**src/rtl/bus_cpu_core_p_if.sv**
```systemverilog
// Request/response bus between the CPU core (master) and a memory or peripheral slave.
// The master holds a request stable until the slave answers with SLAVE_READY.
interface bus_cpu_core_p_if #(
    parameter int DATA_W = 32,
    parameter int ADDR_W = 32
);
    logic [ADDR_W-1:0] ADDR_BUS;
    logic [DATA_W-1:0] DATA_WBUS;
    logic [DATA_W-1:0] DATA_RBUS;
    logic              BUS_VALID;
    logic              BUS_WE;
    logic              SLAVE_READY;

    modport master (
        output ADDR_BUS, DATA_WBUS, BUS_VALID, BUS_WE,
        input  DATA_RBUS, SLAVE_READY
    );

    modport slave (
        input  ADDR_BUS, DATA_WBUS, BUS_VALID, BUS_WE,
        output DATA_RBUS, SLAVE_READY
    );
endinterface

```
**src/rtl/bus_cpu_core_p.sv**
```systemverilog
// Single-bus CPU core: register file, adder in/out pair, address register, PC and IR,
// sequenced by a fetch/execute FSM over a valid/ready bus with wait states.
module bus_cpu_core_p #(
    parameter int              DATA_W   = 32,
    parameter int              ADDR_W   = 32,
    parameter int              NREG     = 16,
    parameter logic [ADDR_W-1:0] RESET_PC = '0
) (
    input  logic              clk,
    input  logic              rst,
    input  logic              RUN,
    bus_cpu_core_p_if.master  bus,
    output logic              HALTED,
    input  logic [3:0]        DBG_SEL,
    output logic [DATA_W-1:0] DBG_DATA
);
    typedef enum logic [3:0] {
        S_IDLE, S_FETCH, S_DECODE, S_EXE_NOP, S_EXE_MOV, S_EXE_LDI, S_EXE_JMP, S_EXE_JZ,
        S_ALU_A, S_ALU_B, S_ALU_WB, S_MEM_ADDR, S_MEM_RD, S_MEM_WR, S_DONE, S_HALT
    } state_t;

    localparam logic [3:0] OP_MOV  = 4'd1;
    localparam logic [3:0] OP_LDI  = 4'd2;
    localparam logic [3:0] OP_ADD  = 4'd3;
    localparam logic [3:0] OP_SUB  = 4'd4;
    localparam logic [3:0] OP_LD   = 4'd5;
    localparam logic [3:0] OP_ST   = 4'd6;
    localparam logic [3:0] OP_JMP  = 4'd7;
    localparam logic [3:0] OP_JZ   = 4'd8;
    localparam logic [3:0] OP_HALT = 4'd9;

    state_t            state_q, state_d;
    logic [DATA_W-1:0] regs_q [16];
    logic [ADDR_W-1:0] pc_q, pc_d, addr_q, addr_d;
    logic [31:0]       ir_q, ir_d;
    logic              z_q, z_d;
    logic [DATA_W-1:0] ain_q, ain_d, aout_q, aout_d, wbus_q, wbus_d;
    logic              valid_q, valid_d, we_q, we_d, halted_q, halted_d;

    logic              reg_we_s;
    logic [3:0]        reg_wsel_s;
    logic [DATA_W-1:0] int_bus_s;
    logic [3:0]        op_s, rd_s, rs_s;
    logic [DATA_W-1:0] rd_val_s, rs_val_s, imm_d_s;
    logic [ADDR_W-1:0] imm_a_s;
    logic              unused_ir_s;

    assign op_s        = ir_q[31:28];
    assign rd_s        = ir_q[27:24];
    assign rs_s        = ir_q[23:20];
    assign imm_d_s     = DATA_W'(ir_q[15:0]);
    assign imm_a_s     = ADDR_W'(ir_q[15:0]);
    assign unused_ir_s = ^ir_q[19:16];
    // Slots at or above NREG are never written, so they always read back as zero.
    assign rd_val_s    = regs_q[rd_s];
    assign rs_val_s    = regs_q[rs_s];
    assign reg_wsel_s  = rd_s;
    assign DBG_DATA    = regs_q[DBG_SEL];

    assign bus.ADDR_BUS  = addr_q;
    assign bus.DATA_WBUS = wbus_q;
    assign bus.BUS_VALID = valid_q;
    assign bus.BUS_WE    = we_q;
    assign HALTED        = halted_q;

    // Register file update from the internal data bus.
    always_ff @(posedge clk or posedge rst) begin
        if (rst) begin
            for (int i = 0; i < 16; i++) regs_q[i] <= '0;
        end else begin
            for (int i = 0; i < NREG && i < 16; i++) begin
                if (reg_we_s && reg_wsel_s == 4'(i)) regs_q[i] <= int_bus_s;
            end
        end
    end

    // State, datapath and bus output registers.
    always_ff @(posedge clk or posedge rst) begin
        if (rst) begin
            state_q  <= S_IDLE;
            pc_q     <= RESET_PC;
            ir_q     <= 32'h0000_0000;
            z_q      <= 1'b0;
            ain_q    <= '0;
            aout_q   <= '0;
            addr_q   <= '0;
            wbus_q   <= '0;
            valid_q  <= 1'b0;
            we_q     <= 1'b0;
            halted_q <= 1'b0;
        end else begin
            state_q  <= state_d;
            pc_q     <= pc_d;
            ir_q     <= ir_d;
            z_q      <= z_d;
            ain_q    <= ain_d;
            aout_q   <= aout_d;
            addr_q   <= addr_d;
            wbus_q   <= wbus_d;
            valid_q  <= valid_d;
            we_q     <= we_d;
            halted_q <= halted_d;
        end
    end

    // Next-state and datapath control; bus requests are launched one cycle ahead so outputs stay registered.
    always_comb begin
        state_d   = state_q;
        pc_d      = pc_q;
        ir_d      = ir_q;
        z_d       = z_q;
        ain_d     = ain_q;
        aout_d    = aout_q;
        addr_d    = addr_q;
        wbus_d    = wbus_q;
        valid_d   = valid_q;
        we_d      = we_q;
        halted_d  = halted_q;
        reg_we_s  = 1'b0;
        int_bus_s = '0;
        case (state_q)
            S_IDLE, S_DONE: begin
                if (RUN) begin
                    state_d = S_FETCH;
                    addr_d  = pc_q;
                    valid_d = 1'b1;
                    we_d    = 1'b0;
                end else begin
                    state_d = S_IDLE;
                end
            end
            S_FETCH: begin
                if (bus.SLAVE_READY) begin
                    ir_d    = 32'(bus.DATA_RBUS);
                    pc_d    = pc_q + ADDR_W'(1);
                    valid_d = 1'b0;
                    state_d = S_DECODE;
                end else begin
                    state_d = S_FETCH;
                end
            end
            S_DECODE: begin
                case (op_s)
                    OP_MOV:         state_d = S_EXE_MOV;
                    OP_LDI:         state_d = S_EXE_LDI;
                    OP_ADD, OP_SUB: state_d = S_ALU_A;
                    OP_LD, OP_ST:   state_d = S_MEM_ADDR;
                    OP_JMP:         state_d = S_EXE_JMP;
                    OP_JZ:          state_d = S_EXE_JZ;
                    OP_HALT: begin
                        state_d  = S_HALT;
                        halted_d = 1'b1;
                    end
                    default:        state_d = S_EXE_NOP;
                endcase
            end
            S_EXE_NOP: state_d = S_DONE;
            S_EXE_MOV: begin
                int_bus_s = rs_val_s;
                reg_we_s  = 1'b1;
                state_d   = S_DONE;
            end
            S_EXE_LDI: begin
                int_bus_s = imm_d_s;
                reg_we_s  = 1'b1;
                state_d   = S_DONE;
            end
            S_EXE_JMP: begin
                pc_d    = imm_a_s;
                state_d = S_DONE;
            end
            S_EXE_JZ: begin
                if (rs_val_s == '0) begin
                    pc_d = imm_a_s;
                end else begin
                    pc_d = pc_q;
                end
                state_d = S_DONE;
            end
            S_ALU_A: begin
                ain_d   = rd_val_s;
                state_d = S_ALU_B;
            end
            S_ALU_B: begin
                if (op_s == OP_SUB) begin
                    aout_d = ain_q - rs_val_s;
                end else begin
                    aout_d = ain_q + rs_val_s;
                end
                state_d = S_ALU_WB;
            end
            S_ALU_WB: begin
                int_bus_s = aout_q;
                reg_we_s  = 1'b1;
                z_d       = (aout_q == '0);
                state_d   = S_DONE;
            end
            S_MEM_ADDR: begin
                valid_d = 1'b1;
                if (op_s == OP_ST) begin
                    addr_d  = ADDR_W'(rd_val_s);
                    wbus_d  = rs_val_s;
                    we_d    = 1'b1;
                    state_d = S_MEM_WR;
                end else begin
                    addr_d  = ADDR_W'(rs_val_s);
                    we_d    = 1'b0;
                    state_d = S_MEM_RD;
                end
            end
            S_MEM_RD: begin
                if (bus.SLAVE_READY) begin
                    int_bus_s = bus.DATA_RBUS;
                    reg_we_s  = 1'b1;
                    valid_d   = 1'b0;
                    state_d   = S_DONE;
                end else begin
                    state_d = S_MEM_RD;
                end
            end
            S_MEM_WR: begin
                if (bus.SLAVE_READY) begin
                    valid_d = 1'b0;
                    we_d    = 1'b0;
                    state_d = S_DONE;
                end else begin
                    state_d = S_MEM_WR;
                end
            end
            S_HALT: begin
                halted_d = 1'b1;
                state_d  = S_HALT;
            end
            default: state_d = S_IDLE;
        endcase
    end
endmodule

```
**src/flat_wrapper.sv**
```systemverilog
// flat-port wrapper written by rule: the top's interface ports become plain ports
module bus_cpu_core_p_flat 
#(
    parameter int              DATA_W   = 32,
    parameter int              ADDR_W   = 32,
    parameter int              NREG     = 16,
    parameter logic [ADDR_W-1:0] RESET_PC = '0
)
  (clk, rst, RUN, HALTED, DBG_SEL, DBG_DATA, bus_ADDR_BUS, bus_DATA_WBUS, bus_BUS_VALID, bus_BUS_WE, bus_DATA_RBUS, bus_SLAVE_READY);
  bus_cpu_core_p_if #(.DATA_W(DATA_W), .ADDR_W(ADDR_W)) bus_i ();
  input  logic clk;
  input  logic rst;
  input  logic RUN;
  output logic HALTED;
  input  logic [3:0] DBG_SEL;
  output logic [DATA_W-1:0] DBG_DATA;
  output wire logic [$bits(bus_i.ADDR_BUS)-1:0] bus_ADDR_BUS;
  output wire logic [$bits(bus_i.DATA_WBUS)-1:0] bus_DATA_WBUS;
  output wire logic [$bits(bus_i.BUS_VALID)-1:0] bus_BUS_VALID;
  output wire logic [$bits(bus_i.BUS_WE)-1:0] bus_BUS_WE;
  input wire logic [$bits(bus_i.DATA_RBUS)-1:0] bus_DATA_RBUS;
  input wire logic [$bits(bus_i.SLAVE_READY)-1:0] bus_SLAVE_READY;
  assign bus_ADDR_BUS = bus_i.ADDR_BUS;
  assign bus_DATA_WBUS = bus_i.DATA_WBUS;
  assign bus_BUS_VALID = bus_i.BUS_VALID;
  assign bus_BUS_WE = bus_i.BUS_WE;
  assign bus_i.DATA_RBUS = bus_DATA_RBUS;
  assign bus_i.SLAVE_READY = bus_SLAVE_READY;
  bus_cpu_core_p #(.DATA_W(DATA_W), .ADDR_W(ADDR_W), .NREG(NREG), .RESET_PC(RESET_PC)) u_core (.clk(clk), .rst(rst), .RUN(RUN), .bus(bus_i), .HALTED(HALTED), .DBG_SEL(DBG_SEL), .DBG_DATA(DBG_DATA));
endmodule
```
**config.mk**
```make
export PLATFORM = sky130hd
export DESIGN_NAME = bus_cpu_core_p_flat
export DESIGN_NICKNAME = d
export VERILOG_FILES = /design/src/rtl/bus_cpu_core_p_if.sv /design/src/rtl/bus_cpu_core_p.sv /design/src/flat_wrapper.sv
export SDC_FILE = /design/constraint.sdc
export NUM_CORES = 2
export LEC_CHECK = 0
export ABC_AREA = 1
export CORE_MARGIN = 4
export CORE_UTILIZATION = 37
export DETAILED_ROUTE_END_ITERATION = 12
export HOLD_SLACK_MARGIN = 0.1
export SYNTH_ARGS = -nofsm -noshare
export SYNTH_HDL_FRONTEND = slang
export SYNTH_SLANG_ARGS = --single-unit
```
**constraint.sdc**
```tcl
create_clock -name clk -period 46.8 [get_ports clk]
set_input_delay 11.7 -clock clk [delete_from_list [all_inputs] [get_ports clk]]
set_output_delay 11.7 -clock clk [all_outputs]
set_load 0.03 [all_outputs]
```
==> impl_summary.txt <==
----------------------------------------------------
[Setup path]
  Startpoint Class ... input port
  WP data required ... 35.10 ns
  Crit-path max FO ... 171
  Class of the most critical setup path ... in -> out
  First element of the critical path ... DBG_SEL[0]
  Data arrival at the endpoint of the critical path ... 15.07 ns
  Crit path capture type ... output pin
  Startpoint of the worst register-to-register path ... u_core.ir_q[20]

[STA]
  Number of setup violations in the final report ... 0
  Max Clock Freq ... 0.0374 GHz
  Worst-Margin Slew ... 1.20 ns
  Time the final worst path needs with I/O delays and setup ... 26.77 ns
  Setup repair after global routing missed its margin ... false
  Final hold viol count ... 0
  Number of pins exceeding their max-slew limit in the final report ... 0
  Final setup TNS ... 0 ns
  Minimum hold slack ... 0.482 ns
  Remaining max-slew budget at the tightest pin ... 20.2%
  Worst clock skew ... 0.0178 ns
  Final critical-path share of the clock period ... 57.2%

[Floorplanning]
  Floorplan core area ... 0.118 mm²
  Starting Density ... 37.2%
  Die extent in y ... 353 µm
  Floorplan die area ... 0.124 mm²
  Top-level port count ... 139
  Horizontal die dimension ... 353 µm
  Cell Rows ... 126

[Place]
  GP Congestion ... 0.984
  Number of buffers added on ports ... 138
  HPWL after DPL ... 111000 µm

[Drt]
  Detail-routed via count per cell ... 5.93
  Routed length per instance ... 24.3 µm
  First-pass iteration count of the detailed router ... 8
  Residual antenna-violating net count after detailed routing ... 0
  Remaining DRCs ... 0
  Routed wire length ... 184000 µm
  First DRT Iteration DRCs ... 5948
  Via Count ... 45000

[Clocking]
  Number of H-tree branching levels ... 3
  Buffer cell driving the clock tree root ... sky130_fd_sc_hd__clkbuf_16
  Clock network latency to the later pin of the worst-skew pair ... 0.68 ns
  Setup fix buffers added after clock tree synthesis ... 0
  Clock tree from TritonCTS ... done
  Hold-fix buffer count after cts ... 0
  Max clock buf depth ... 3
  # resized after CTS ... 0
  Clock sink count ... 707
  Clock slew at reported path FFs ... 0.06 ns
  Num CTS Buffers ... 82

[Global route]
  GRT Residual Overflow ... 0
  Initial antenna violation count ... 2
  Global-route wire length before repair ... 274000 µm
  Number of global-route vias before repair ... 42000
  Maximum number of pins on one net before global-route repair ... 230
  All-layer global routing usage ... 28.6%

[Hold path]
  Type of the tightest min-delay check ... reg -> reg
  Launch instance of the worst min-delay path ... u_core.aout_q[24]

[Power and ir drop]
  Leakage Power ... 21.2 nW
  IR Drop Worst-Case VDD ... 43.8 µV
  Power Dens Cells ... 68.5 mW/mm²
  Power after layout ... 0.00336 W

[Synth]
  Count of distinct cell types in the synthesized netlist ... 52
  Dominant cell type by area after synthesis ... sky130_fd_sc_hd__dfrtp_1
  Total standard cell area after synthesis ... 0.0439 mm²
  Ys Warns ... 0
  Post-synth top flop ... sky130_fd_sc_hd__dfrtp_1
  Asr flop ratio synth ... 100%
  Share of synthesized area occupied by flip-flops and latches ... 40.3%
  Leading post-synthesis cells by cell area ... sky130_fd_sc_hd__dfrtp_1, sky130_fd_sc_hd__nand2_1, sky130_fd_sc_hd__o21ai_0
  Most frequently used cell type in the post-synthesis netlist ... sky130_fd_sc_hd__nand2_1
  Post-Synthesis Mean Instance Area ... 7.17 µm²
  Number of nets produced by synthesis ... 6199
  Number of enable-type register cells in the synthesized netlist ... 0
  Synthesized flop and latch total ... 707
  Area share of the largest cell type after synthesis ... 40.3%
  Most instantiated cells after synthesis ... sky130_fd_sc_hd__nand2_1, sky130_fd_sc_hd__o21ai_0, sky130_fd_sc_hd__dfrtp_1, sky130_fd_sc_hd__inv_1, sky130_fd_sc_hd__nand3_1
  Count of mapped cells out of synthesis ... 6125

[Run status]
  Status ... finished, final reports clean

[Finish]
  Area growth, synth to finish ... 11.5%
  Antenna cells ... 0
  Net count, final ... 6065
  Ratio of cells with drive above 1 in the final layout ... 6.79%

[Job]
  Max-capacitance violation count ... 0

----------------------------------------------------
stage by stage:
stage          area [µm²]  std cells  worst slack [ns]  utilization, %
3_3_place_gp        46200       7443             19.99            39.2
3_5_place_dp        46200       7443             20.00            39.2
5_1_grt             49000       7589             19.75            41.5
4_1_cts             49000       7589             19.99            41.5
6_report            49000       7589             20.03            41.5
2_1_floorplan       43900       6125             15.27               -
kinds of logic (layout without fill, tap and decap cells):
group | after synthesis | after routing | synth area share (%)
multiplexers | 31 | 31 | 0.795
flip-flops | 707 | 707 | 40.3
XOR/XNOR | 60 | 60 | 1.20
AND/OR/NAND/NOR | 2426 | 2426 | 23.0
adder cells (fa/ha/maj) | 34 | 34 | 0.986
AO/OA/AOI/OAI | 1783 | 1783 | 23.8
buffers and inverters | 1084 | 1012 | 9.95
where the power goes:
group / switching, W / internal (W)
registers: 0.000161 / 0.000785
clock network: 0.000278 / 0.000394
logic: 0.00124 / 0.000500
area by class of cell:
class	instances	area, µm²
Inverter	620	2340
Clock inverter	22	251
Fill cell	12200	68900
Sequential cell	707	17700
Tap cell	1536	1920
Multi-Input combinational cell	4334	22000
Clock buffer	124	2500
Timing Repair Buffer	246	2250
placed cells by master, fill, tap and decap left out, drive strengths merged, types with 31 or more instances in the layout:
cell type / netlist / routed
a21oi: 323 / 323
a22oi: 172 / 172
buf: 116 / 112
clkbuf: 348 / 124
clkdlybuf4s50: 0 / 134
dfrtp: 707 / 707
ha: 33 / 33
inv: 616 / 618
mux2: 31 / 31
nand2: 1596 / 1596
nand3: 468 / 468
nand4: 41 / 41
nor2: 194 / 194
nor3: 34 / 34
o211ai: 70 / 70
o21ai: 952 / 952
o221ai: 141 / 141
o22ai: 40 / 40
or2: 73 / 73
xor2: 50 / 50
worst max-delay path, stage by stage:
cell and delay [ns]:
sky130_fd_sc_hd__buf_8 0.64, sky130_fd_sc_hd__buf_4 0.94, sky130_fd_sc_hd__o21ai_0 0.16, sky130_fd_sc_hd__a21oi_1 0.17
sky130_fd_sc_hd__o22ai_1 0.10, sky130_fd_sc_hd__o21ai_0 0.51, sky130_fd_sc_hd__clkdlybuf4s50_1 0.79
per-layer routing:
| layer | track usage (%) | up-vias | part of all wire (%) |
|---|---|---|---|
| li1 | - | 20400 | - |
| met1 | 39.2 | 21400 | 41 |
| met2 | 42.3 | 2647 | 42 |
| met3 | 6.10 | 503 | 11 |
| met4 | 14.8 | 2 | 5.7 |
| met5 | 0 | - | 0.0081 |
final timing paths:
check	endpoint	slack (ns)	depth (start not counted)
hold / removal	u_core.aout_q[24]	0.48	2
min in group asynchronous	u_core.regs_q[410]	11.56	2
hold reg to reg	u_core.aout_q[24]	0.48	2
max in group asynchronous	u_core.regs_q[258]	32.23	5
setup / recovery	DBG_DATA[18]	20.03	7
setup reg to reg	u_core.aout_q[26]	39.36	25
sequential cells by signal, indices dropped and copies added (netlist names), 4 cells and up:
| signal | count |
|---|---|
| u_core.ir_q | 28 |
| u_core.regs_q | 512 |
| u_core.aout_q | 32 |
| u_core.bus.ADDR_BUS | 32 |
| u_core.ain_q | 32 |
| u_core.pc_q | 32 |
| u_core.bus.DATA_WBUS | 32 |
| u_core.state_q | 4 |
Power figures use the tool's default switching activity.
